==> src/rtl/note_tracker_pkg.sv <==
// Shared types and the power-on note mapping used by the note tracker LUT.
package note_tracker_pkg;

  localparam int NOTE_BITS = 5;
  localparam int CNT_W     = 4;
  localparam logic [CNT_W-1:0] CNT_MAX = 4'd15;

  typedef struct packed {
    logic                 en;
    logic [NOTE_BITS-1:0] note;
  } lut_entry_t;

  // Unvoiced candidate; the note field is forced to zero so equality tests work.
  localparam lut_entry_t SILENCE = '{en: 1'b0, note: '0};

  function automatic lut_entry_t default_note(input int bin);
    lut_entry_t e;
    int n;
    if (bin < 13)       n = -1;
    else if (bin <= 14) n = 0;
    else if (bin <= 23) n = bin - 14;
    else if (bin == 24) n = 9;
    else if (bin <= 26) n = 10;
    else if (bin == 27) n = 11;
    else if (bin <= 29) n = 12;
    else if (bin <= 31) n = 13;
    else if (bin == 32) n = 14;
    else if (bin <= 34) n = 15;
    else if (bin <= 36) n = 16;
    else if (bin <= 38) n = 17;
    else if (bin <= 40) n = 18;
    else if (bin <= 43) n = 19;
    else if (bin <= 45) n = 20;
    else if (bin <= 48) n = 21;
    else if (bin <= 51) n = 22;
    else if (bin <= 54) n = 23;
    else if (bin <= 57) n = 24;
    else                n = -1;
    e.en   = (n >= 0);
    e.note = (n >= 0) ? NOTE_BITS'(n) : '0;
    return e;
  endfunction

endpackage

==> src/rtl/note_lut.sv <==
// Bin-to-note lookup table: one write port, one registered read port, plus the
// live enable bitmap used to qualify samples while a frame accumulates.
module note_lut
  import note_tracker_pkg::*;
#(
  parameter int BIN_W  = 10,
  parameter int BIN_LO = 13,
  parameter int BIN_HI = 57
) (
  input  logic                     clk,
  input  logic                     rst_n,
  input  logic                     we,
  input  logic [BIN_W-1:0]         waddr,
  input  lut_entry_t               wdata,
  input  logic                     re,
  input  logic [BIN_W-1:0]         raddr,
  output lut_entry_t               rdata,
  output logic [BIN_HI-BIN_LO:0]   en_vec
);

  localparam int DEPTH = BIN_HI - BIN_LO + 1;
  localparam int IDX_W = (DEPTH > 1) ? $clog2(DEPTH) : 1;
  localparam logic [BIN_W-1:0] LO_B = BIN_W'(BIN_LO);
  localparam logic [BIN_W-1:0] HI_B = BIN_W'(BIN_HI);

  function automatic logic in_win(input logic [BIN_W-1:0] b);
    return (b >= LO_B) && (b <= HI_B);
  endfunction

  function automatic logic [IDX_W-1:0] to_idx(input logic [BIN_W-1:0] b);
    return IDX_W'(b - LO_B);
  endfunction

  lut_entry_t mem [DEPTH];

  always_ff @(posedge clk or negedge rst_n) begin
    if (!rst_n) begin
      for (int k = 0; k < DEPTH; k++) mem[k] <= default_note(BIN_LO + k);
    end else if (we && in_win(waddr)) begin
      mem[to_idx(waddr)] <= wdata;
    end
  end

  // Read samples the array before any same-edge write lands.
  always_ff @(posedge clk) begin
    if (re) rdata <= in_win(raddr) ? mem[to_idx(raddr)] : SILENCE;
  end

  always_comb begin
    en_vec = '0;
    for (int k = 0; k < DEPTH; k++) en_vec[k] = mem[k].en;
  end

endmodule

==> src/rtl/note_tracker.sv <==
// Per-frame peak-bin pitch tracker: windowed max search, LUT note lookup and
// frame-count hysteresis producing a debounced note with on/off/change strobes.
module note_tracker
  import note_tracker_pkg::*;
#(
  parameter int BIN_W         = 10,
  parameter int MAG_W         = 16,
  parameter int NOTE_W        = 5,
  parameter int BIN_LO        = 13,
  parameter int BIN_HI        = 57,
  parameter int MAG_THRESH    = 256,
  parameter int STABLE_FRAMES = 3
) (
  input  logic              i_clk,
  input  logic              i_rst_n,
  input  logic              i_valid,
  input  logic [BIN_W-1:0]  i_bin,
  input  logic [MAG_W-1:0]  i_mag,
  input  logic              i_last,
  input  logic              i_cfg_we,
  input  logic [BIN_W-1:0]  i_cfg_addr,
  input  logic [NOTE_W:0]   i_cfg_note,
  output logic              o_frame_done,
  output logic [BIN_W-1:0]  o_peak_bin,
  output logic [MAG_W-1:0]  o_peak_mag,
  output logic [NOTE_W-1:0] o_note,
  output logic              o_note_on,
  output logic              o_note_change
);

  localparam int DEPTH = BIN_HI - BIN_LO + 1;
  localparam int IDX_W = (DEPTH > 1) ? $clog2(DEPTH) : 1;
  localparam logic [BIN_W-1:0] LO_B     = BIN_W'(BIN_LO);
  localparam logic [BIN_W-1:0] HI_B     = BIN_W'(BIN_HI);
  localparam logic [MAG_W-1:0] THRESH_C = MAG_W'(MAG_THRESH);
  localparam logic [CNT_W-1:0] STABLE_C = CNT_W'(STABLE_FRAMES);

  function automatic logic in_win(input logic [BIN_W-1:0] b);
    return (b >= LO_B) && (b <= HI_B);
  endfunction

  function automatic logic [IDX_W-1:0] to_idx(input logic [BIN_W-1:0] b);
    return IDX_W'(b - LO_B);
  endfunction

  function automatic logic [CNT_W-1:0] sat_inc(input logic [CNT_W-1:0] c);
    return (c == CNT_MAX) ? c : c + 1'b1;
  endfunction

  // ---- Stage A: running max over the current frame ----
  logic [BIN_W-1:0] acc_bin_p0;
  logic [MAG_W-1:0] acc_mag_p0;
  logic [DEPTH-1:0] en_vec;
  logic             smp_ok, take, frame_end;
  logic [BIN_W-1:0] fin_bin;
  logic [MAG_W-1:0] fin_mag;

  assign frame_end = i_valid && i_last;

  always_comb begin
    smp_ok = 1'b0;
    if (i_valid && in_win(i_bin)) smp_ok = en_vec[to_idx(i_bin)];
    take    = smp_ok && (i_mag > acc_mag_p0);
    fin_bin = take ? i_bin : acc_bin_p0;
    fin_mag = take ? i_mag : acc_mag_p0;
  end

  always_ff @(posedge i_clk or negedge i_rst_n) begin
    if (!i_rst_n) begin
      acc_bin_p0 <= '0;
      acc_mag_p0 <= '0;
    end else if (frame_end) begin
      acc_bin_p0 <= '0;
      acc_mag_p0 <= '0;
    end else if (take) begin
      acc_bin_p0 <= i_bin;
      acc_mag_p0 <= i_mag;
    end
  end

  // ---- Stage B: frame peak registered alongside its LUT read ----
  logic             vld_p1;
  logic [BIN_W-1:0] pk_bin_p1;
  logic [MAG_W-1:0] pk_mag_p1;
  lut_entry_t       lut_rd_p1;

  always_ff @(posedge i_clk or negedge i_rst_n) begin
    if (!i_rst_n) vld_p1 <= 1'b0;
    else          vld_p1 <= frame_end;
  end

  always_ff @(posedge i_clk) begin
    if (frame_end) begin
      pk_bin_p1 <= fin_bin;
      pk_mag_p1 <= fin_mag;
    end
  end

  note_lut #(
    .BIN_W  (BIN_W),
    .BIN_LO (BIN_LO),
    .BIN_HI (BIN_HI)
  ) u_lut (
    .clk    (i_clk),
    .rst_n  (i_rst_n),
    .we     (i_cfg_we),
    .waddr  (i_cfg_addr),
    .wdata  (lut_entry_t'(i_cfg_note)),
    .re     (frame_end),
    .raddr  (fin_bin),
    .rdata  (lut_rd_p1),
    .en_vec (en_vec)
  );

  // ---- Stage C: hysteresis and commit ----
  lut_entry_t       cand_p1, prev_cand;
  logic [CNT_W-1:0] cnt, cnt_nx;
  logic             differs, commit;

  always_comb begin
    cand_p1 = SILENCE;
    if ((pk_mag_p1 != '0) && (pk_mag_p1 >= THRESH_C) && lut_rd_p1.en)
      cand_p1 = '{en: 1'b1, note: lut_rd_p1.note};
    cnt_nx  = (cand_p1 == prev_cand) ? sat_inc(cnt) : CNT_W'(1);
    differs = cand_p1.en ? (!o_note_on || (o_note != cand_p1.note)) : o_note_on;
    commit  = vld_p1 && (cnt_nx >= STABLE_C) && differs;
  end

  always_ff @(posedge i_clk or negedge i_rst_n) begin
    if (!i_rst_n) begin
      o_frame_done  <= 1'b0;
      o_peak_bin    <= '0;
      o_peak_mag    <= '0;
      o_note        <= '0;
      o_note_on     <= 1'b0;
      o_note_change <= 1'b0;
      prev_cand     <= SILENCE;
      cnt           <= '0;
    end else begin
      o_frame_done  <= vld_p1;
      o_note_change <= commit;
      if (vld_p1) begin
        o_peak_bin <= pk_bin_p1;
        o_peak_mag <= pk_mag_p1;
        cnt        <= cnt_nx;
        prev_cand  <= cand_p1;
      end
      if (commit) begin
        o_note_on <= cand_p1.en;
        if (cand_p1.en) o_note <= NOTE_W'(cand_p1.note);
      end
    end
  end

endmodule
==> config.mk <==
export PLATFORM = sky130hd
export DESIGN_NAME = note_tracker
export DESIGN_NICKNAME = d
export VERILOG_FILES = /design/src/rtl/note_tracker_pkg.sv /design/src/rtl/note_lut.sv /design/src/rtl/note_tracker.sv
export SDC_FILE = /design/constraint.sdc
export NUM_CORES = 1
export LEC_CHECK = 0
export ABC_CLOCK_PERIOD_IN_PS = 13500
export CORE_ASPECT_RATIO = 0.75
export CORE_MARGIN = 3
export CORE_UTILIZATION = 45
export CTS_CLUSTER_DIAMETER = 60
export DETAILED_ROUTE_END_ITERATION = 7
export PLACE_DENSITY = 0.73
export SYNTH_ARGS = -nofsm -noshare
export SYNTH_HDL_FRONTEND = slang
export SYNTH_SLANG_ARGS = --single-unit
==> constraint.sdc <==
create_clock -name i_clk -period 13.5 [get_ports i_clk]
set_clock_uncertainty 0.05 [all_clocks]
set_input_delay 2.7 -clock i_clk [delete_from_list [all_inputs] [get_ports i_clk]]
set_output_delay 2.7 -clock i_clk [all_outputs]
set_load 0.01 [all_outputs]
# == After elaboration in Yosys (flattened, before gate mapping) ==
# Cells that the tools add are included.
# Widths: inputs -> output; s select.
# op_classes
eq_ne,3
n_reduce_logical,16
n_bitwise,2
order_cmp,13
muxes,17
n_addsub,4
# op_table
op,n
$bwmux 270,1
$bmux 6 s6,1
$demux 6 s6,1
$mux 16,2
$ge 10x4->1 const B,3
$le 10x6->1 const B,3
$mux 6,4
$mux 10,2
$sub 6x4->6 const B,3
$ge 16x9->1 const B,1
$gt 16x16->1,1
$reduce_bool 16->1,1
$ge 7x7->1 const B,2
$not 6->7,2
$logic_and 1x1->1,12
$mux 4,2
$lt 6x7->1 const B,1
$lt 7x1->1 const B,1
$bmux 1 s6,1
$eq 6x6->1,1
$ne 5x5->1,1
$add 4x1->4 const B,1
$eq 4x4->1 const B,1
$ge 4x2->1 const B,1
4 further kinds,6
# word_totals
wordCells,161
output_inout_bits,34
register_bits,373

# == Longest topological paths before layout ==
# Gate-level depths: netlist (run 1).
# depth
word_depth,11
depth_mapped,26

# == Hierarchy ==
# From an unflattened synthesis (run 1), not the netlist that was laid out.
# unflattened
cells_unflattened,1515
hier_area_um2,19023.2
# by_module_without_submodules
mod,seq_area_each_um2,area_per_inst_um2,n_inst,cells_each
note_lut,7123.1,13923.4,1,1065
note_tracker,2557.5,5099.9,1,450

# == Worst setup path after synthesis (run 1) ==
# Ideal clock, no wire load.
# synth_path
path_type,input port to flip-flop
startpoint,input i_bin[0]
endpoint,register u_lut.rdata[1] in the netlist's numbering (data pin)
n_path_buf,6
setup_slack_ps,5573
setup_ps,265
arrival_ps,7611
path_stages,23
path_cell_list,buf_4 > buf_6 > inv_1 > ha_1 > buf_2 > mux4_2 > mux4_2 > nand3_1 > a21oi_1 > nor2_2 > clkbuf_1 > clkbuf_1 > nor2_1 > a21oi_1 > ha_1 > nand2b_1 > a211oi_2 > nor2_4 > buf_6 > mux2_2 > o21ai_1 > a21oi_1 > or3_1
# synth_between
elab_chain_len,11
word_cells_on_any_way,18
cone_classes,2 x add/sub; 4 x order compare; 7 x mux; 1 x bitwise; 4 x reduce/logical
# synth_rtl
element,line_no,source
from (decl),note_tracker.sv:17,"input logic [BIN_W-1:0] i_bin,"
"$sub 6x4->6, or another cell as far along",note_tracker.sv:43,return IDX_W'(b - LO_B);
$bmux 1 s6 or $logic_and 1x1->1 (tied branches),"note_tracker.sv:62, note_tracker.sv:39",
$mux 1 (not written as such) or $logic_and 1x1->1 (tied branches),note_tracker.sv:62,if (i_valid && in_win(i_bin)) smp_ok = en_vec[to_idx(i_bin)];
$mux 1,note_tracker.sv:62,
$logic_and 1x1->1,note_tracker.sv:63,take = smp_ok && (i_mag > acc_mag_p0);
$mux 10 (*),n/a,
$sub 6x4->6,note_lut.sv:31,return IDX_W'(b - LO_B);
$not 6->7 (not written as such),note_lut.sv:46,if (re) rdata <= in_win(raddr) ? mem[to_idx(raddr)] : SILENCE;
$bmux 6 s6,note_lut.sv:46,
$mux 6 (not written as such) (2 in series),note_lut.sv:46,
to (signal assigned),note_lut.sv:46,
to (decl),note_lut.sv:17,"output lut_entry_t rdata,"
# Mark *: on every way between the ends. The rest lies on a longest branch, timed or not. The select of a mux whose other input is x is not followed.
# A chain may end at the register's enable or synchronous reset.

# == Final worst setup path (run 1) ==
# layout_path
startpoint,input i_bin[0]
endpoint,register u_lut.rdata[3] in the netlist's numbering (data pin)
# Same word-level chain as after synthesis.

==> results.md, run 1 <==
* Critical path's slowest cell: clkdlybuf4s50_1
* Leakage at 8.88 nW
* Post-synth ARST share at 0.914
* Worst-path cell chain: clkdlybuf4s50_1, inv_1, ha_1, mux4_2, mux4_2, nand3_1, a211o_1, nand4_4, inv_6, ha_1, nand2b_1, a211o_1, nand2_1, nand2_1, o22ai_1, nor3_1, or3_1
* R2R Setup Slk at 7.20 ns
* Vias/cell at 6.01
* CP Class: in -> reg
* Path depth of the worst reg2reg path at 17
* Share of cells above drive strength 1 at 0.450
* Final setup violation count at 0
* Vias at 11,700
* CTS Buf Count at 38
* Post-Syn Nets at 1,406
* Initial antenna violation count at 1
* Htree depth at 2
* Post-synthesis sequential area ratio at 0.527
* Crit path arrival time at 9.76 ns
* Clock transition at path regs at 0.06 ns
* Max_cap viols at 0
* WHS Endpoint: o_peak_bin[3]
* Total die area at 43,300 um2
* Vias in the first global route at 11,600
* CORE AREA at 39,900 um2
* Rel. slew slack at 0.236
* Overall power at 2.51 mW
* Slew Limit Fails at 0
* Syn. warnings at 0
* # clock sinks at 373
* GRT Util Overall at 0.204
* Post-Syn Area at 18,400 um2
* CTS Buffer Depth at 3
* Crit path max fanout at 43
* Nets at 1,460
* DR iter-0 viols at 1,066
* # DRC at 0
* WL final at 43,700 um
* Cts repair resizes at 0
* Syn Area/Cell at 13.8 um2
* Die H at 181 um
* Status: finished, final reports clean
* Worst hold stages at 1
* Worst VDD drop at 0.0786 mV
* Worst path max stage delay at 1.12 ns
* Detailed placer's ending HPWL at 29,600 um
* Hold Path Class: reg -> reg
* Crit start category: primary input
* Largest net degree at the start of global routing at 141
* Port Buffers at 80
* Starting Density at 0.461
* Final setup TNS at 0 ns
* Share of total power in sequential cells at 0.474
* RSZ-0062 raised after global routing: no
* Syn Inst Count at 1,336
* Worst R2R End: u_lut.rdata[3]
* Pint at 1.90 mW
* Clock tree from TritonCTS: yes
* Tcrit/Tclk final at 0.706
* Yosys reg bits at 373
* Comb pwr share at 0.106
* Antenna cell count at 0
* Worst setup EP type: register
* Clk Latency, worst-skew pair at 0.54 ns
* Final min period at 9.54 ns
* Top Ports at 81
* Chip Width at 239 um
* Filler cells at 3,287
* EDFF count, synth at 32
* WL per Instance at 22.5 um
* Synth top area cells: dfrtp_1, dfstp_2, mux2_2, mux4_2, edfxtp_1
* NetSw at 0.611 mW
* Gpl congestion at 0.881
* Netlist cell types at 78
* Pwr dens at 120 nW/um2
* Post-route ant nets at 0
* Post-CTS setup buffer count at 0
* Global-route wire length before repair at 68,800 um
* Overflow after GRT at 0
* Max frequency at 0.105 GHz
* R2R Path Start: acc_mag_p0[14]
* Largest area contributor in the netlist: dfrtp_1
* Post-synth top flop: dfrtp_1
* Actual slew at the worst max-slew pin at 1.14 ns
* Sw Share at 0.244
* Area grow syn2layout at 13.4%
* Hold_sp: pk_bin_p1[3]
* Clk pwr share at 0.419
* Post-CTS Hold Buffers at 0
* Worst path required time at 13.73 ns
* Drt first pass iters at 5
* Final hold vios at 0
* Site row count at 63
* Share of the synthesized area in the top cell type at 0.261
* Clk root buf: clkbuf_16
## cell usage in the layout, fill, tap and decap left out, types with 6 or more instances in the layout
master,count
mux2_2,324
dfrtp_1,192
dfstp_2,149
clkdlybuf4s50_1,79
mux4_2,72
nand2_1,59
nand3_1,52
nor2_1,47
clkbuf_16,39
inv_1,34
edfxtp_1,32
mux2i_1,27
a21oi_1,26
and2_1,23
ha_1,22
o21ai_0,21
buf_4,17
and3_1,14
nand2b_1,13
clkbuf_1,12
a31oi_1,10
nand4_1,9
xnor2_1,8
nor3_1,8
nor2b_1,7
a211o_1,7
clkbuf_8,7
clkinv_2,6
## worst max-delay path by stage
stage,start,endpoint,slack [ns],cells past startpoint
2_1_floorplan,i_bin[0],u_lut.rdata[1],5.57,23
3_3_place_gp,i_bin[0],u_lut.rdata[1],3.71,18
3_5_place_dp,i_bin[0],u_lut.rdata[3],3.37,17
4_1_cts,i_bin[0],u_lut.rdata[1],3.92,18
5_1_grt,i_bin[0],u_lut.rdata[1],3.35,18
6_report,i_bin[0],u_lut.rdata[3],3.96,17
## sequential cells by signal, summed over array words and instances (netlist names)
signal / count
u_lut.mem: 225
u_lut.en_vec: 45
acc_mag_p0: 16
o_peak_mag: 16
pk_mag_p1: 16
acc_bin_p0: 10
o_peak_bin: 10
pk_bin_p1: 10
prev_cand: 6
u_lut.rdata: 6
o_note: 5
cnt: 4
o_frame_done: 1
o_note_change: 1
o_note_on: 1
vld_p1: 1
## power groups by stage
stage,registers (mW),clock network (mW),logic (mW)
after CTS,1.19,1.07,0.269
after global placement,1.21,0,0.261
after global routing,1.19,1.12,0.290
after detailed placement,1.21,0,0.268
final,1.19,1.05,0.266
after floorplan,1.21,0,0.161
## cell usage after synthesis, types with 9 or more instances
cell type and number:
a21oi_1 26, a31oi_1 10, and2_1 23, and3_1 14
buf_2 11, clkbuf_1 61, dfrtp_1 192, dfstp_2 149
edfxtp_1 32, ha_1 23, inv_1 34, mux2_2 324
mux2i_1 27, mux4_2 72, nand2_1 59, nand2b_1 13
nand3_1 52, nand4_1 9, nor2_1 47, o21ai_0 22
## cell type report
class                           count  area [um2]  area share
Multi-Input combinational cell    844        8190       0.393
Clock inverter                     11         119     0.00571
Tap cell                          520         651      0.0312
Timing Repair Buffer               97         933      0.0448
Inverter                           36         140     0.00673
Clock buffer                       58        1120      0.0536
Sequential cell                   373        9680       0.465
## stage by stage
stage	setup WS [ns]	utilization	instance area [um2]	instances	hold slack, ns
2_1_floorplan	5.57	-	18400	1336	0.368
3_3_place_gp	3.71	0.491	19600	1870	0.409
3_5_place_dp	3.37	0.491	19600	1870	0.413
4_1_cts	3.92	0.522	20800	1939	0.428
5_1_grt	3.35	0.522	20800	1939	0.436
6_report	3.96	0.522	20800	1939	0.427
## layer usage
| layer | vias to the layer above | global-route usage | wire, um |
|---|---|---|---|
| li1 | 5069 | - | - |
| met1 | 6076 | 0.306 | 20000 |
| met2 | 454 | 0.296 | 19000 |
| met3 | 57 | 0.0551 | 3830 |
| met4 | 0 | 0.0469 | 806 |
| met5 | - | 0 | 0 |
## worst max-delay path, delay by kind of cell
kind                       cells  cell delay [ns]
adders and majority gates      2             1.09
muxes                          2             0.86
AOI/OAI and AO/OA              3             0.70
and+or+nand+nor                7             2.23
buffers and inverters          3             2.13
## cell families (layout without fill, tap and decap cells)
group,Yosys count,in the layout,share of synthesized area
mux,424,424,0.302
flops,373,373,0.527
simple gates,259,259,0.0726
compound gates,123,123,0.0466
buf+inv,119,202,0.0278
fa+ha+maj,23,23,0.0157
xor+xnor,15,15,0.00858
Note: power is estimated with default switching activity, not from simulation.
==> inputs of run 2 (changes only) <==
--- a/config.mk
+++ b/config.mk
@@ -5,7 +5,7 @@
 export SDC_FILE = /design/constraint.sdc
 export NUM_CORES = 1
 export LEC_CHECK = 0
-export ABC_CLOCK_PERIOD_IN_PS = 13500
+export ABC_CLOCK_PERIOD_IN_PS = 9800
 export CORE_ASPECT_RATIO = 0.75
 export CORE_MARGIN = 3
 export CORE_UTILIZATION = 45
==> constraint.sdc (replaced) <==
create_clock -name i_clk -period 9.8 [get_ports i_clk]
set_clock_uncertainty 0.05 [all_clocks]
set_input_delay 1.96 -clock i_clk [delete_from_list [all_inputs] [get_ports i_clk]]
set_output_delay 1.96 -clock i_clk [all_outputs]
set_load 0.01 [all_outputs]
==> results.md, run 2 (synthesis gave the netlist of run 1 again) <==
* Global-route wire length before repair at 68,900 um (was 68,800 um)
* Vias in the first global route at 11,800 (was 11,600)
* Top cell family by delay on the critical path: simple AND/OR/NAND/NOR gates (unchanged)
* Vias at 11,500 (was 11,700)
* Path depth of the worst reg2reg path at 20 (was 17)
* Tcrit/Tclk final at 0.824
* CORE AREA at 39,900 um2 (unchanged)
* Worst setup EP type: register (unchanged)
* Critical path's slowest cell: nor2_4 (was clkdlybuf4s50_1)
* Clock transition at path regs at 0.07 ns (was 0.06 ns)
* Leakage at 8.92 nW (was 8.88 nW)
* Port Buffers at 80 (unchanged)
* Drt first pass iters at 6 (was 5)
* Largest net degree at the start of global routing at 88 (was 141)
* Slew Limit Fails at 0 (unchanged)
* Pint at 2.66 mW (was 1.90 mW)
* Crit start category: primary input (unchanged)
* Detailed placer's ending HPWL at 29,500 um (was 29,600 um)
* Pwr dens at 167 nW/um2 (was 120 nW/um2)
* WL per Instance at 22.4 um (was 22.5 um)
* Final hold vios at 0 (unchanged)
* Clk root buf: clkbuf_16 (unchanged)
* Nets at 1,466 (was 1,460)
* Final setup TNS at 0 ns (unchanged)
* Starting Density at 0.461 (unchanged)
* Worst path required time at 10.04 ns (was 13.73 ns)
* Worst-path cell chain: clkdlybuf4s50_1, buf_4, inv_1, ha_1, mux4_2, mux4_2, nand3_1, a21oi_1, nor2_2, buf_4, nor2_1, a21oi_1, ha_1, nand2b_1, a22oi_1, nor2_4, buf_4, mux2i_1, mux4_2, a21oi_1, or3_1 (was clkdlybuf4s50_1, inv_1, ha_1, mux4_2, mux4_2, nand3_1, a211o_1, nand4_4, inv_6, ha_1, nand2b_1, a211o_1, nand2_1, nand2_1, o22ai_1, nor3_1, or3_1)
* # DRC at 0 (unchanged)
* Comb pwr share at 0.106 (about the same)
* CP Class: in -> reg (unchanged)
* Worst hold stages at 1 (unchanged)
* Crit path max fanout at 34 (was 43)
* Top Ports at 81 (unchanged)
* Area grow syn2layout at 13.9% (was 13.4%)
* Final setup violation count at 0 (unchanged)
* Max reg flops at 225 (unchanged)
* Chip Width at 239 um (unchanged)
* Htree depth at 2 (unchanged)
* Post-route ant nets at 0 (unchanged)
* Most frequent cells in the layout: mux2_2, dfrtp_1, dfstp_2 (unchanged)
* Site row count at 63 (unchanged)
* Post-CTS setup buffer count at 0 (unchanged)
* Total die area at 43,300 um2 (unchanged)
* Worst VDD drop at 0.144 mV (was 0.0786 mV)
* Cts repair resizes at 0 (unchanged)
* Hold Path Class: reg -> reg (unchanged)
* CP Buf/Inv Count at 5 (was 3)
* DR iter-0 viols at 1,001 (was 1,066)
* Actual slew at the worst max-slew pin at 1.07 ns (was 1.14 ns)
* CTS Buffer Depth at 3 (unchanged)
* Initial antenna violation count at 1 (unchanged)
* # clock sinks at 373 (unchanged)
* CTS Buf Count at 38 (unchanged)
* Antenna cell count at 0 (unchanged)
* GRT Util Overall at 0.205 (was 0.204)
* Share of cells above drive strength 1 at 0.454 (was 0.450)
* Share of total power in sequential cells at 0.468 (was 0.474)
* Crit path arrival time at 8.31 ns (was 9.76 ns)
* Largest Register: u_lut.mem (unchanged)
* RSZ-0062 raised after global routing: no (unchanged)
* Die H at 181 um (unchanged)
* Worst path max stage delay at 0.70 ns (was 1.12 ns)
* NetSw at 0.844 mW (was 0.611 mW)
* Status: finished, final reports clean (unchanged)
* DP Worst Slack at 1.25 ns (was 3.37 ns)
* Clk Latency, worst-skew pair at 0.54 ns (about the same)
* Max frequency at 0.124 GHz
* Rel. slew slack at 0.279 (was 0.236)
* Overall power at 3.50 mW (was 2.51 mW)
* WL final at 43,700 um (about the same)
* Levels on crit path at 21 (was 17)
* Max_cap viols at 0 (unchanged)
* Clock tree from TritonCTS: yes (unchanged)
* Setup WS post-layout at 1.73 ns (was 3.96 ns)
* Post-CTS Hold Buffers at 0 (unchanged)
* Final min period at 8.07 ns
* Clk pwr share at 0.426 (was 0.419)
* Commonest non-fill, non-tap cell in the layout: mux2_2 (unchanged)
* Sw Share at 0.241 (was 0.244)
* Vias/cell at 5.94 (was 6.01)
* Overflow after GRT at 0 (unchanged)
* Gpl congestion at 0.888 (was 0.881)
[run 2: metrics by stage]
stage	hold WS, ns	instances	instance area [um2]	utilization
2_1_floorplan	0.368	1336	18400	-
3_3_place_gp	0.408	1876	19600	0.493
3_5_place_dp	0.411	1876	19600	0.493
4_1_cts	0.430	1945	20900	0.525
5_1_grt	0.440	1945	20900	0.525
6_report	0.426	1945	20900	0.525
[run 2: layout make-up]
class | count | area (um2)
clock buffers | 56 | 1130
multi-input cells | 844 | 8190
repair buffers | 103 | 978
well taps | 520 | 651
clock inverters | 13 | 164
inverters | 36 | 140
fillers | 3330 | 18900
flip-flops and latches | 373 | 9680
[run 2: routing by layer]
layer  GRT usage  share of wire  up-vias  wire length (um)
met4      0.0488          0.019        2               833
met2       0.297           0.43      441             18800
met1       0.301           0.46     5953             20000
li1            -              -     5084                 -
met3      0.0629          0.091       66              3960
met5     0.00337        0.00023        -                10
[run 2: worst paths after layout]
check                                 end     startpoint  slack (ns)
min                         o_peak_bin[1]   pk_bin_p1[1]        0.43
min in group asynchronous   o_peak_mag[4]        i_rst_n        1.40
max                        u_lut.rdata[1]       i_bin[0]        1.73
min reg2reg                 o_peak_bin[1]   pk_bin_p1[1]        0.43
max in group asynchronous  u_lut.mem[260]        i_rst_n        6.40
max reg2reg                u_lut.rdata[1]  acc_mag_p0[1]        3.70
[run 2: worst reg2reg max path: stages (launching register included)]
cell and delay [ns]:
dfrtp_1 0.34, inv_1 0.04, ha_1 0.28, nor2b_1 0.13, o211ai_1 0.16, a21oi_1 0.09
o31ai_1 0.81, a21oi_1 0.29, nor2_2 0.17, buf_4 0.38, nor2_1 0.07, a21oi_1 0.31
ha_1 0.36, nand2b_1 0.17, a22oi_1 0.19, nor2_4 0.70, buf_4 0.39, mux2i_1 0.22
mux4_2 0.25, a21oi_1 0.07, or3_1 0.37
[run 2: power by group through the flow]
stage / clock [mW] / combinational, mW / sequential, mW
5_1_grt: 1.59 / 0.404 / 1.64
3_5_place_dp: 0 / 0.374 / 1.66
6_report: 1.49 / 0.371 / 1.64
3_3_place_gp: 0 / 0.364 / 1.66
4_1_cts: 1.53 / 0.375 / 1.64
2_1_floorplan: 0 / 0.222 / 1.66
==> inputs of run 3 (changes only) <==
--- a/config.mk
+++ b/config.mk
@@ -5,13 +5,13 @@
 export SDC_FILE = /design/constraint.sdc
 export NUM_CORES = 1
 export LEC_CHECK = 0
-export ABC_CLOCK_PERIOD_IN_PS = 9800
+export ABC_CLOCK_PERIOD_IN_PS = 7000
 export CORE_ASPECT_RATIO = 0.75
 export CORE_MARGIN = 3
 export CORE_UTILIZATION = 45
 export CTS_CLUSTER_DIAMETER = 60
 export DETAILED_ROUTE_END_ITERATION = 7
-export PLACE_DENSITY = 0.73
+export PLACE_DENSITY = 0.76
 export SYNTH_ARGS = -nofsm -noshare
 export SYNTH_HDL_FRONTEND = slang
 export SYNTH_SLANG_ARGS = --single-unit
==> constraint.sdc (replaced) <==
create_clock -name i_clk -period 7 [get_ports i_clk]
set_clock_uncertainty 0.05 [all_clocks]
set_input_delay 1.4 -clock i_clk [delete_from_list [all_inputs] [get_ports i_clk]]
set_output_delay 1.4 -clock i_clk [all_outputs]
set_load 0.01 [all_outputs]
==> results.md, run 3 (synthesis gave the netlist of run 1 again) <==
* Most frequent cells in the layout: mux2_2, dfrtp_1, dfstp_2 (unchanged)
* Final Cell Area at 20,900 um2 (about the same)
* Max frequency at 0.156 GHz
* Max_cap viols at 0 (unchanged)
* Htree depth at 2 (unchanged)
* Largest net degree at the start of global routing at 177 (was 88)
* Total die area at 43,300 um2 (unchanged)
* Max reg flops at 225 (unchanged)
* Vias in the first global route at 11,800 (about the same)
* Initial antenna violation count at 0 (was 1)
* Tcrit/Tclk final at 0.913
* Clock transition at path regs at 0.06 ns (was 0.07 ns)
* CTS Buf Count at 38 (unchanged)
* GRT Util Overall at 0.204 (was 0.205)
* Post-CTS setup buffer count at 0 (unchanged)
* Antenna cell count at 0 (unchanged)
* Share of cells above drive strength 1 at 0.453 (was 0.454)
* Vias/cell at 6.03 (was 5.94)
* # clock sinks at 373 (unchanged)
* Worst setup EP type: register (unchanged)
* Rel. slew slack at 0.296 (was 0.279)
* Placed inst area at 19,700 um2 (was 19,600 um2)
* Crit path arrival time at 6.63 ns (was 8.31 ns)
* WL final at 43,900 um (was 43,700 um)
* Detailed placer's ending HPWL at 29,500 um (about the same)
* Status: finished, final reports clean (unchanged)
* Clk root buf: clkbuf_16 (unchanged)
* CTS Buffer Depth at 3 (unchanged)
* Routed met3 length at 4010 um (was 3960 um)
* Top Ports at 81 (unchanged)
* WL per Instance at 22.5 um (was 22.4 um)
* Slew Limit Fails at 0 (unchanged)
* Worst VDD drop at 0.168 mV (was 0.144 mV)
* Global-route wire length before repair at 69,200 um (was 68,900 um)
* Final hold vios at 0 (unchanged)
* Area grow syn2layout at 13.9% (about the same)
* Leakage at 8.94 nW (was 8.92 nW)
* Filler cells at 3,225 (was 3,330)
* Hold Path Class: reg -> reg (unchanged)
* # DRC at 0 (unchanged)
* Worst path required time at 7.23 ns (was 10.04 ns)
* Site row count at 63 (unchanged)
* Crit path max fanout at 32 (was 34)
* Nets at 1,473 (was 1,466)
* Post-route ant nets at 0 (unchanged)
* Largest Register: u_lut.mem (unchanged)
* Starting Density at 0.461 (unchanged)
* DR iter-0 viols at 1,247 (was 1,001)
* Clock tree from TritonCTS: yes (unchanged)
* Crit start category: primary input (unchanged)
* Final setup violation count at 0 (unchanged)
* RSZ-0062 raised after global routing: no (unchanged)
* Overflow after GRT at 0 (unchanged)
* Pwr dens at 231 nW/um2 (was 167 nW/um2)
* CP Class: in -> reg (unchanged)
* Top sig layer: met4 (was met5)
* CORE AREA at 39,900 um2 (unchanged)
* Met2 routed WL at 18,700 um (was 18,800 um)
* Chip Width at 239 um (unchanged)
* Die H at 181 um (unchanged)
* Met1 wire length at 20,300 um (was 20,000 um)
* Actual slew at the worst max-slew pin at 1.05 ns (was 1.07 ns)
* Post-CTS Hold Buffers at 0 (unchanged)
* Drt first pass iters at 5 (was 6)
* Vias at 11,800 (was 11,500)
* Final setup TNS at 0 ns (unchanged)
* Commonest non-fill, non-tap cell in the layout: mux2_2 (unchanged)
* Cts repair resizes at 0 (unchanged)
* Clk Latency, worst-skew pair at 0.53 ns (was 0.54 ns)
* Final min period at 6.39 ns
* Gpl congestion at 0.900 (was 0.888)
* Port Buffers at 80 (unchanged)
run 3: cell count changes in the layout (fill, tap and decap cells not counted), sizes merged:
cell,previous run,this run
bufinv,3,1
buf,24,31
inv,39,38
clkinv,2,5
clkbuf,56,62
clkinvlp,5,0
run 3: cell type report:
type,instances,area [um2],share of cell area
multi-input combinational,844,8190,0.391
tap,520,651,0.0311
clock buffer,62,1160,0.0556
timing repair buffer,110,1040,0.0498
inverter,36,140,0.00669
sequential,373,9680,0.462
clock inverter,8,67.6,0.00323
run 3: power by group:
part           internal [mW]  switching [mW]
clock                   1.18           0.840
combinational          0.230           0.301
sequential              2.25          0.0381
total                   3.66            1.18
run 3: metrics by stage:
step / std cells / utilization / setup WS, ns / power (mW) / hold WS [ns]
after floorplan: 1336 / - / 0.373 / 2.64 / 0.368
after global placement: 1883 / 0.494 / 0.265 / 2.84 / 0.408
after detailed placement: 1883 / 0.494 / 0.231 / 2.86 / 0.413
after CTS: 1953 / 0.525 / 0.774 / 4.88 / 0.427
after global routing: 1953 / 0.525 / 0.407 / 5.02 / 0.438
final: 1953 / 0.525 / 0.606 / 4.84 / 0.425
run 3: path summary, 6_finish.rpt:
path / endpoint / cells past startpoint / startpoint / slack (ns)
worst max-delay path: u_lut.rdata[4] / 17 / i_mag[1] / 0.61
worst min-delay path: o_peak_mag[6] / 1 / pk_mag_p1[6] / 0.43
worst max register to register: u_lut.rdata[4] / 17 / acc_mag_p0[1] / 1.58
worst min register to register: o_peak_mag[6] / 1 / pk_mag_p1[6] / 0.43
max in group asynchronous: u_lut.mem[87] / 2 / i_rst_n / 4.65
min in group asynchronous: acc_mag_p0[11] / 1 / i_rst_n / 0.83
run 3: layer usage:
layer  vias up  GRT usage
met5         -          0
met4         0     0.0462
met3        69     0.0484
met2       541      0.293
met1      6069      0.312
li1       5097          -
run 3: critical path, stage by stage:
cell and delay [ns]:
clkdlybuf4s50_1 0.45, ha_1 0.32, nor2b_1 0.14, o211ai_1 0.15
a21oi_1 0.09, o31ai_1 0.82, a21oi_1 0.29, nor2_2 0.24
nor2_1 0.06, a21oi_1 0.21, buf_4 0.16, ha_2 0.81
buf_4 0.40, mux4_2 0.37, nand3_1 0.11, a41oi_1 0.27
a211o_1 0.31
